**src/rtl/operand_fetch_stage_if.sv**
```systemverilog
// operand_fetch_stage_if: decode/writeback/bypass inputs and EX-facing slot outputs of the OF stage
interface operand_fetch_stage_if #(parameter int XLEN = 32, parameter int IMMW = 18);
  logic            in_valid;
  logic            in_ready;
  logic [3:0]      in_rs1;
  logic [3:0]      in_rs2;
  logic [3:0]      in_rd;
  logic [IMMW-1:0] in_imm;
  logic [1:0]      in_imm_mod;
  logic            in_use_imm;
  logic [3:0]      in_alu_op;
  logic            in_wb_en;
  logic            wb_en;
  logic [3:0]      wb_addr;
  logic [XLEN-1:0] wb_data;
  logic            fwd_valid;
  logic [3:0]      fwd_addr;
  logic [XLEN-1:0] fwd_data;
  logic            flush;
  logic            out_valid;
  logic            out_ready;
  logic [XLEN-1:0] out_a;
  logic [XLEN-1:0] out_b;
  logic [XLEN-1:0] out_st_data;
  logic [3:0]      out_op;
  logic [3:0]      out_rd;
  logic            out_wb_en;
  modport slave (
    input  in_valid, in_rs1, in_rs2, in_rd, in_imm, in_imm_mod, in_use_imm, in_alu_op, in_wb_en,
    input  wb_en, wb_addr, wb_data, fwd_valid, fwd_addr, fwd_data, flush, out_ready,
    output in_ready, out_valid, out_a, out_b, out_st_data, out_op, out_rd, out_wb_en
  );
  modport master (
    output in_valid, in_rs1, in_rs2, in_rd, in_imm, in_imm_mod, in_use_imm, in_alu_op, in_wb_en,
    output wb_en, wb_addr, wb_data, fwd_valid, fwd_addr, fwd_data, flush, out_ready,
    input  in_ready, out_valid, out_a, out_b, out_st_data, out_op, out_rd, out_wb_en
  );
endinterface

```
**src/rtl/operand_fetch_stage.sv**
```systemverilog
// operand_fetch_stage: 16x32 regfile, immediate expansion, bypass and one registered valid/ready slot.
// Define OF_FWD_BYPASS_EN to enable the EX-result bypass (fwd_*); otherwise only writeback bypass is used.
module operand_fetch_stage #(
  parameter int NREGS = 16,
  parameter int XLEN  = 32,
  parameter int IMMW  = 18
) (
  input logic                  clk,
  input logic                  rst_n,
  operand_fetch_stage_if.slave bus
);
  typedef enum logic {EMPTY, FULL} state_e;
  state_e          state_q, state_d;
  logic [XLEN-1:0] rf_q [NREGS];
  logic [XLEN-1:0] a_q, a_d, b_q, b_d, st_q, st_d;
  logic [3:0]      op_q, op_d, rd_q, rd_d, rs1_q, rs1_d, rs2_q, rs2_d;
  logic            we_q, we_d, use_imm_q, use_imm_d;
  logic            accept, fire, fwd_v;
  logic [XLEN-1:0] imm_x, rs1_v, rs2_v;
`ifdef OF_FWD_BYPASS_EN
  assign fwd_v = bus.fwd_valid;
`else
  logic unused_fwd;
  assign fwd_v      = 1'b0;
  assign unused_fwd = ^{bus.fwd_valid, bus.fwd_addr, bus.fwd_data};
`endif
  // EX result beats writeback, writeback beats the value already held/read
  function automatic logic [XLEN-1:0] pick(input logic [3:0] a, input logic [XLEN-1:0] base);
    return (fwd_v && bus.fwd_addr == a) ? bus.fwd_data :
           (bus.wb_en && bus.wb_addr == a) ? bus.wb_data : base;
  endfunction
  always_ff @(posedge clk or negedge rst_n)
    if (!rst_n) state_q <= EMPTY;
    else        state_q <= state_d;
  always_comb
    state_d = bus.flush ? EMPTY : accept ? FULL : fire ? EMPTY : state_q;
  always_comb begin
    bus.out_valid = state_q == FULL;
    bus.in_ready  = !bus.flush && (state_q == EMPTY || bus.out_ready);
    accept        = bus.in_valid && bus.in_ready;
    fire          = bus.out_valid && bus.out_ready;
  end
  assign imm_x = bus.in_imm_mod == 2'b01 ? {{(XLEN-IMMW){1'b0}}, bus.in_imm} :
                 bus.in_imm_mod == 2'b10 ? {bus.in_imm[15:0], {(XLEN-16){1'b0}}} :
                                           {{(XLEN-IMMW){bus.in_imm[IMMW-1]}}, bus.in_imm};
  assign rs1_v = pick(bus.in_rs1, rf_q[bus.in_rs1]);
  assign rs2_v = pick(bus.in_rs2, rf_q[bus.in_rs2]);
  always_comb begin
    a_d       = a_q;
    b_d       = b_q;
    st_d      = st_q;
    op_d      = op_q;
    rd_d      = rd_q;
    we_d      = we_q;
    rs1_d     = rs1_q;
    rs2_d     = rs2_q;
    use_imm_d = use_imm_q;
    if (accept) begin
      a_d       = rs1_v;
      b_d       = bus.in_use_imm ? imm_x : rs2_v;
      st_d      = rs2_v;
      op_d      = bus.in_alu_op;
      rd_d      = bus.in_rd;
      we_d      = bus.in_wb_en;
      rs1_d     = bus.in_rs1;
      rs2_d     = bus.in_rs2;
      use_imm_d = bus.in_use_imm;
    end else if (state_q == FULL && !fire) begin
      a_d  = pick(rs1_q, a_q);
      st_d = pick(rs2_q, st_q);
      b_d  = use_imm_q ? b_q : pick(rs2_q, b_q);
    end
  end
  always_ff @(posedge clk or negedge rst_n)
    if (!rst_n) begin
      {a_q, b_q, st_q, op_q, rd_q, we_q} <= '0;
      {rs1_q, rs2_q, use_imm_q}          <= '0;
    end else begin
      {a_q, b_q, st_q, op_q, rd_q, we_q} <= {a_d, b_d, st_d, op_d, rd_d, we_d};
      {rs1_q, rs2_q, use_imm_q}          <= {rs1_d, rs2_d, use_imm_d};
    end
  always_ff @(posedge clk or negedge rst_n)
    if (!rst_n)          for (int i = 0; i < NREGS; i++) rf_q[i] <= '0;
    else if (bus.wb_en)  rf_q[bus.wb_addr] <= bus.wb_data;
  assign bus.out_a       = a_q;
  assign bus.out_b       = b_q;
  assign bus.out_st_data = st_q;
  assign bus.out_op      = op_q;
  assign bus.out_rd      = rd_q;
  assign bus.out_wb_en   = we_q;
endmodule

```
**src/flat_wrapper.sv**
```systemverilog
// flat-port wrapper written by rule: the top's interface ports become plain ports
module operand_fetch_stage_flat 
#(
  parameter int NREGS = 16,
  parameter int XLEN  = 32,
  parameter int IMMW  = 18
)
  (clk, rst_n, bus_in_valid, bus_in_rs1, bus_in_rs2, bus_in_rd, bus_in_imm, bus_in_imm_mod, bus_in_use_imm, bus_in_alu_op, bus_in_wb_en, bus_wb_en, bus_wb_addr, bus_wb_data, bus_fwd_valid, bus_fwd_addr, bus_fwd_data, bus_flush, bus_out_ready, bus_in_ready, bus_out_valid, bus_out_a, bus_out_b, bus_out_st_data, bus_out_op, bus_out_rd, bus_out_wb_en);
  operand_fetch_stage_if #(.XLEN(XLEN), .IMMW(IMMW)) bus_i ();
  input logic clk;
  input logic rst_n;
  input wire logic [$bits(bus_i.in_valid)-1:0] bus_in_valid;
  input wire logic [$bits(bus_i.in_rs1)-1:0] bus_in_rs1;
  input wire logic [$bits(bus_i.in_rs2)-1:0] bus_in_rs2;
  input wire logic [$bits(bus_i.in_rd)-1:0] bus_in_rd;
  input wire logic [$bits(bus_i.in_imm)-1:0] bus_in_imm;
  input wire logic [$bits(bus_i.in_imm_mod)-1:0] bus_in_imm_mod;
  input wire logic [$bits(bus_i.in_use_imm)-1:0] bus_in_use_imm;
  input wire logic [$bits(bus_i.in_alu_op)-1:0] bus_in_alu_op;
  input wire logic [$bits(bus_i.in_wb_en)-1:0] bus_in_wb_en;
  input wire logic [$bits(bus_i.wb_en)-1:0] bus_wb_en;
  input wire logic [$bits(bus_i.wb_addr)-1:0] bus_wb_addr;
  input wire logic [$bits(bus_i.wb_data)-1:0] bus_wb_data;
  input wire logic [$bits(bus_i.fwd_valid)-1:0] bus_fwd_valid;
  input wire logic [$bits(bus_i.fwd_addr)-1:0] bus_fwd_addr;
  input wire logic [$bits(bus_i.fwd_data)-1:0] bus_fwd_data;
  input wire logic [$bits(bus_i.flush)-1:0] bus_flush;
  input wire logic [$bits(bus_i.out_ready)-1:0] bus_out_ready;
  output wire logic [$bits(bus_i.in_ready)-1:0] bus_in_ready;
  output wire logic [$bits(bus_i.out_valid)-1:0] bus_out_valid;
  output wire logic [$bits(bus_i.out_a)-1:0] bus_out_a;
  output wire logic [$bits(bus_i.out_b)-1:0] bus_out_b;
  output wire logic [$bits(bus_i.out_st_data)-1:0] bus_out_st_data;
  output wire logic [$bits(bus_i.out_op)-1:0] bus_out_op;
  output wire logic [$bits(bus_i.out_rd)-1:0] bus_out_rd;
  output wire logic [$bits(bus_i.out_wb_en)-1:0] bus_out_wb_en;
  assign bus_i.in_valid = bus_in_valid;
  assign bus_i.in_rs1 = bus_in_rs1;
  assign bus_i.in_rs2 = bus_in_rs2;
  assign bus_i.in_rd = bus_in_rd;
  assign bus_i.in_imm = bus_in_imm;
  assign bus_i.in_imm_mod = bus_in_imm_mod;
  assign bus_i.in_use_imm = bus_in_use_imm;
  assign bus_i.in_alu_op = bus_in_alu_op;
  assign bus_i.in_wb_en = bus_in_wb_en;
  assign bus_i.wb_en = bus_wb_en;
  assign bus_i.wb_addr = bus_wb_addr;
  assign bus_i.wb_data = bus_wb_data;
  assign bus_i.fwd_valid = bus_fwd_valid;
  assign bus_i.fwd_addr = bus_fwd_addr;
  assign bus_i.fwd_data = bus_fwd_data;
  assign bus_i.flush = bus_flush;
  assign bus_i.out_ready = bus_out_ready;
  assign bus_in_ready = bus_i.in_ready;
  assign bus_out_valid = bus_i.out_valid;
  assign bus_out_a = bus_i.out_a;
  assign bus_out_b = bus_i.out_b;
  assign bus_out_st_data = bus_i.out_st_data;
  assign bus_out_op = bus_i.out_op;
  assign bus_out_rd = bus_i.out_rd;
  assign bus_out_wb_en = bus_i.out_wb_en;
  operand_fetch_stage #(.NREGS(NREGS), .XLEN(XLEN), .IMMW(IMMW)) u_core (.clk(clk), .rst_n(rst_n), .bus(bus_i));
endmodule
```
**config.mk**
```make
export PLATFORM = sky130hd
export DESIGN_NAME = operand_fetch_stage_flat
export DESIGN_NICKNAME = d
export VERILOG_FILES = /design/src/rtl/operand_fetch_stage_if.sv /design/src/rtl/operand_fetch_stage.sv /design/src/flat_wrapper.sv
export SDC_FILE = /design/constraint.sdc
export NUM_CORES = 1
export LEC_CHECK = 0
export ABC_CLOCK_PERIOD_IN_PS = 5300
export BUFFER_PORTS_ARGS = -buffer_cell sky130_fd_sc_hd__buf_2
export CORE_ASPECT_RATIO = 2
export CORE_MARGIN = 2
export CORE_UTILIZATION = 31
export CTS_CLUSTER_SIZE = 24
export DETAILED_ROUTE_END_ITERATION = 12
export PLACE_DENSITY = 0.54
export SLEW_MARGIN = 40
export SYNTH_ARGS = -nofsm -noshare
export SYNTH_HDL_FRONTEND = slang
export SYNTH_SLANG_ARGS = --single-unit
```
**constraint.sdc**
```tcl
create_clock -name clk -period 5.3 [get_ports clk]
set_input_delay 0.265 -clock clk [delete_from_list [all_inputs] [get_ports clk]]
set_output_delay 0.265 -clock clk [all_outputs]
set_load 0.05 [all_outputs]
```
==> flow_summary.ini <==
[status]
status = finished clean

[floorplan]
die_area_um2 = 106400
coreArea_um2 = 103200
floorplan.io_pins = 224
starting_density_of_the_core = 0.3112
cell_rows = 167
dieHeight_um = 459.3
die-width_um = 231.6

[logic_synthesis]
netlist_area_um2 = 32130
synth-async-reset-ratio = 1.000
synth_top_area_cell = sky130_fd_sc_hd__dfrtp_1
yosysWarnings = 0
number_of_instances_in_the_synthesized_netlist = 2406
postSynthRegisterBits = 627
post-synth-top-area-fraction = 0.4884
synthTopCellsByCount = 627 x sky130_fd_sc_hd__dfrtp_1, 288 x sky130_fd_sc_hd__mux4_2, 282 x sky130_fd_sc_hd__nand2_1
synthesis.nets = 2523
postSynth.topFlopCell = sky130_fd_sc_hd__dfrtp_1
synth_top_cells_by_area = sky130_fd_sc_hd__dfrtp_1 49%, sky130_fd_sc_hd__mux4_2 20%, sky130_fd_sc_hd__mux2_2 7.7%
post_synth_num_cell_types = 39
ys_seq_area_frac = 0.4884
post_synth.cell_area_avg_um2 = 13.35
most_common_cell_in_the_synthesized_netlist = sky130_fd_sc_hd__dfrtp_1
synth_edf_count = 0

[global_routing]
global_route_wire_length_before_repair_um = 170000
track_usage = 0.2178
via_count_of_the_first_global_routing_pass = 24920
antenna_found_initial = 8
largest_net_degree_at_the_start_of_global_routing = 148
grt_overflow_total = 0

[route]
drc = 0
viasPerCell = 5.917
drt.antenna.violating_nets = 0
route.vias.total = 23170
route.detailed.wl_per_inst_um = 29.66
dr.pass1.iters = 7
postRouteWirelength_um = 116100
dr.first_iter.drc_count = 2305

[sta]
final-setup-viol-count = 0
drv_slew = 0
fin_worst_skew_ns = 0.02612
timing.final.crit_share = 0.5843
worst_slew_margin_rel = 0.3844
unrepaired_setup_endpoints_after_global_routing = false
setup_slack_ns = 2.203
final-hold-violation-count = 0
finalCriticalPeriod_ns = 3.097
fmax_ghz = 0.3229
worstMarginPinSlew_ns = 0.9235
setup_tns_ns = 0

[clocking]
h-tree-depth = 2
cts.repair_timing.setup_buffer_count = 0
tritoncts_clock_tree = done
ctsLongestPathBuffers = 3
cts_resized = 0
cts_num_sinks = 627
cts_buffers = 59
clock_latency_ns = 0.66
clk_pin_slew_worst_paths_ns = 0.07
cts.root.buffer_cell = sky130_fd_sc_hd__clkbuf_16
cts_hold_repair.buffers = 32

[hold_path]
hold_path_class = in2reg
hold_path_end = u_core.bus.out_b[4]$_DFFE_PN0P_
timing.hold.worst_path_depth = 3
worst_hold_startpoint = bus_wb_data[4]

[worst_setup_path]
worstSetupPathType = reg2reg
critPathRequiredTime_ns = 5.86
rr_endpoint = u_core.bus.out_st_data[8]$_DFFE_PN0P_
r2r_cells = 7
critical_path.startpoint_type = flop
worstPathArrival_ns = 3.65
critical_path.max_fanout = 34
critical_path.endpoint_type = flop
r2r_start = u_core.bus.out_valid$_DFFE_PN0P_
rrSetupSlack_ns = 2.20

[pwr]
power.density_cell_area_nw_per_um2 = 412.3
power_leakage_uw = 0.01556
peakVddDrop_v = 0.0002582
p_int_uw = 10350
netSwitchingPower_uw = 4983
power_frac_clock = 0.302
share_comb_of_total_power = 0.260
net_sw_frac = 0.3249
p_seq_frac = 0.439

[cells_and_area]
layout-area-overhead-vs-synth_pct = 15.79
final_layout_size_suffix_gt1_frac = 0.3500
fillerInstances = 10000
antenna-diode-count = 0
final_nets = 2634
seq_area_um2 = 15690
multi_input_logic_area_um2 = 15440

[placement]
port-buffer-count = 186
dp_hpwl_um = 71980
gp_routability_congestion = 0.8222
pre_cts_slack_ns = 2.070

[flow_run]
cap_viol_max_count = 0
-- cells in the final DEF (no fill, tap or decap), drive strengths merged, types with 5 or more instances in the layout --
master / count
o32ai: 30
mux2: 320
a22oi: 64
dlygate4sd3: 32
clkbuf: 90
inv: 52
o31ai: 5
clkinv: 10
bufinv: 6
o211ai: 30
nand2: 282
xor2: 8
mux4: 288
o21ai: 192
buf: 257
mux2i: 46
o221ai: 32
nor2: 16
a21o: 33
nand3: 34
nand2b: 6
dfrtp: 627
a221o: 32
nor2b: 38
xnor2: 8
-- area by class of cell --
class,count,area share
flip-flops and latches,627,0.4218
multi-input cells,1488,0.4152
repair buffers,290,0.05705
clock buffers,89,0.04844
well taps,1352,0.04548
clock inverters,18,0.006929
inverters,51,0.005147
-- stage by stage --
step,power [uW],util,cell area (um2),hold slack (ns),std cells
2_1_floorplan,9414,-,32130,-0.03059,2406
3_3_place_gp,10530,0.3335,34420,0.3578,3760
3_5_place_dp,10760,0.3364,34720,0.3797,3773
4_1_cts,15420,0.3595,37100,0.0001806,3912
5_1_grt,15980,0.3604,37200,0.04311,3915
6_report,15340,0.3604,37200,0.02467,3915
-- worst max path at each step --
stage | start | endpoint | slack, ns | cells past startpoint
2_1_floorplan | u_core.bus.out_valid$_DFFE_PN0P_ | u_core.bus.out_b[10]$_DFFE_PN0P_ | 3.03 | 6
3_3_place_gp | bus_in_rs1[0] | u_core.bus.out_a[29]$_DFFE_PN0P_ | 2.10 | 6
3_5_place_dp | bus_in_rs1[0] | u_core.bus.out_a[29]$_DFFE_PN0P_ | 2.07 | 6
4_1_cts | u_core.bus.out_valid$_DFFE_PN0P_ | u_core.bus.out_st_data[8]$_DFFE_PN0P_ | 2.28 | 7
5_1_grt | u_core.bus.out_valid$_DFFE_PN0P_ | u_core.bus.out_st_data[12]$_DFFE_PN0P_ | 2.14 | 7
6_report | u_core.bus.out_valid$_DFFE_PN0P_ | u_core.bus.out_st_data[8]$_DFFE_PN0P_ | 2.20 | 7
-- worst max-delay path, stage by stage, from the launching register on --
cell and delay [ns]:
sky130_fd_sc_hd__dfrtp_1 0.37, sky130_fd_sc_hd__nand2b_1 0.13, sky130_fd_sc_hd__nand3_4 0.37, sky130_fd_sc_hd__buf_4 0.65
sky130_fd_sc_hd__o21a_2 0.75, sky130_fd_sc_hd__buf_4 0.48, sky130_fd_sc_hd__nand2_1 0.11, sky130_fd_sc_hd__o221ai_1 0.09
-- per-layer routing --
metal | global-route usage | wire length [um] | share of wire | vias up
met4 | 0.1048 | 6150 | 0.053 | 4
met1 | 0.2757 | 45750 | 0.39 | 12240
li1 | - | - | - | 9339
met2 | 0.3531 | 54650 | 0.47 | 1223
met5 | 0 | 21 | 0.00018 | -
met3 | 0.04725 | 9532 | 0.082 | 362
-- kinds of logic after synthesis --
family / Yosys count / synth area share
xor+xnor: 16 / 0.004362
compound gates: 428 / 0.08997
flops: 627 / 0.4884
buf+inv: 291 / 0.03751
simple gates: 390 / 0.05137
mux: 654 / 0.3284
-- state kept, by name, summed over array words and instances (netlist names) --
name,flops
u_core.bus.out_a,32
u_core.bus.out_b,32
u_core.bus.out_op,4
u_core.bus.out_rd,4
u_core.bus.out_st_data,32
u_core.bus.out_valid,1
u_core.bus.out_wb_en,1
u_core.rf_q,512
u_core.rs1_q,4
u_core.rs2_q,4
u_core.use_imm_q,1
-- power by group through the flow --
stage	sequential, uW	clock (uW)	combinational [uW]
2_1_floorplan	7150	0	2260
3_3_place_gp	6670	0	3870
3_5_place_dp	6780	0	3980
4_1_cts	6700	4710	4010
5_1_grt	6850	4880	4260
6_report	6730	4630	3980
Note: power is estimated with default switching activity, not from simulation.
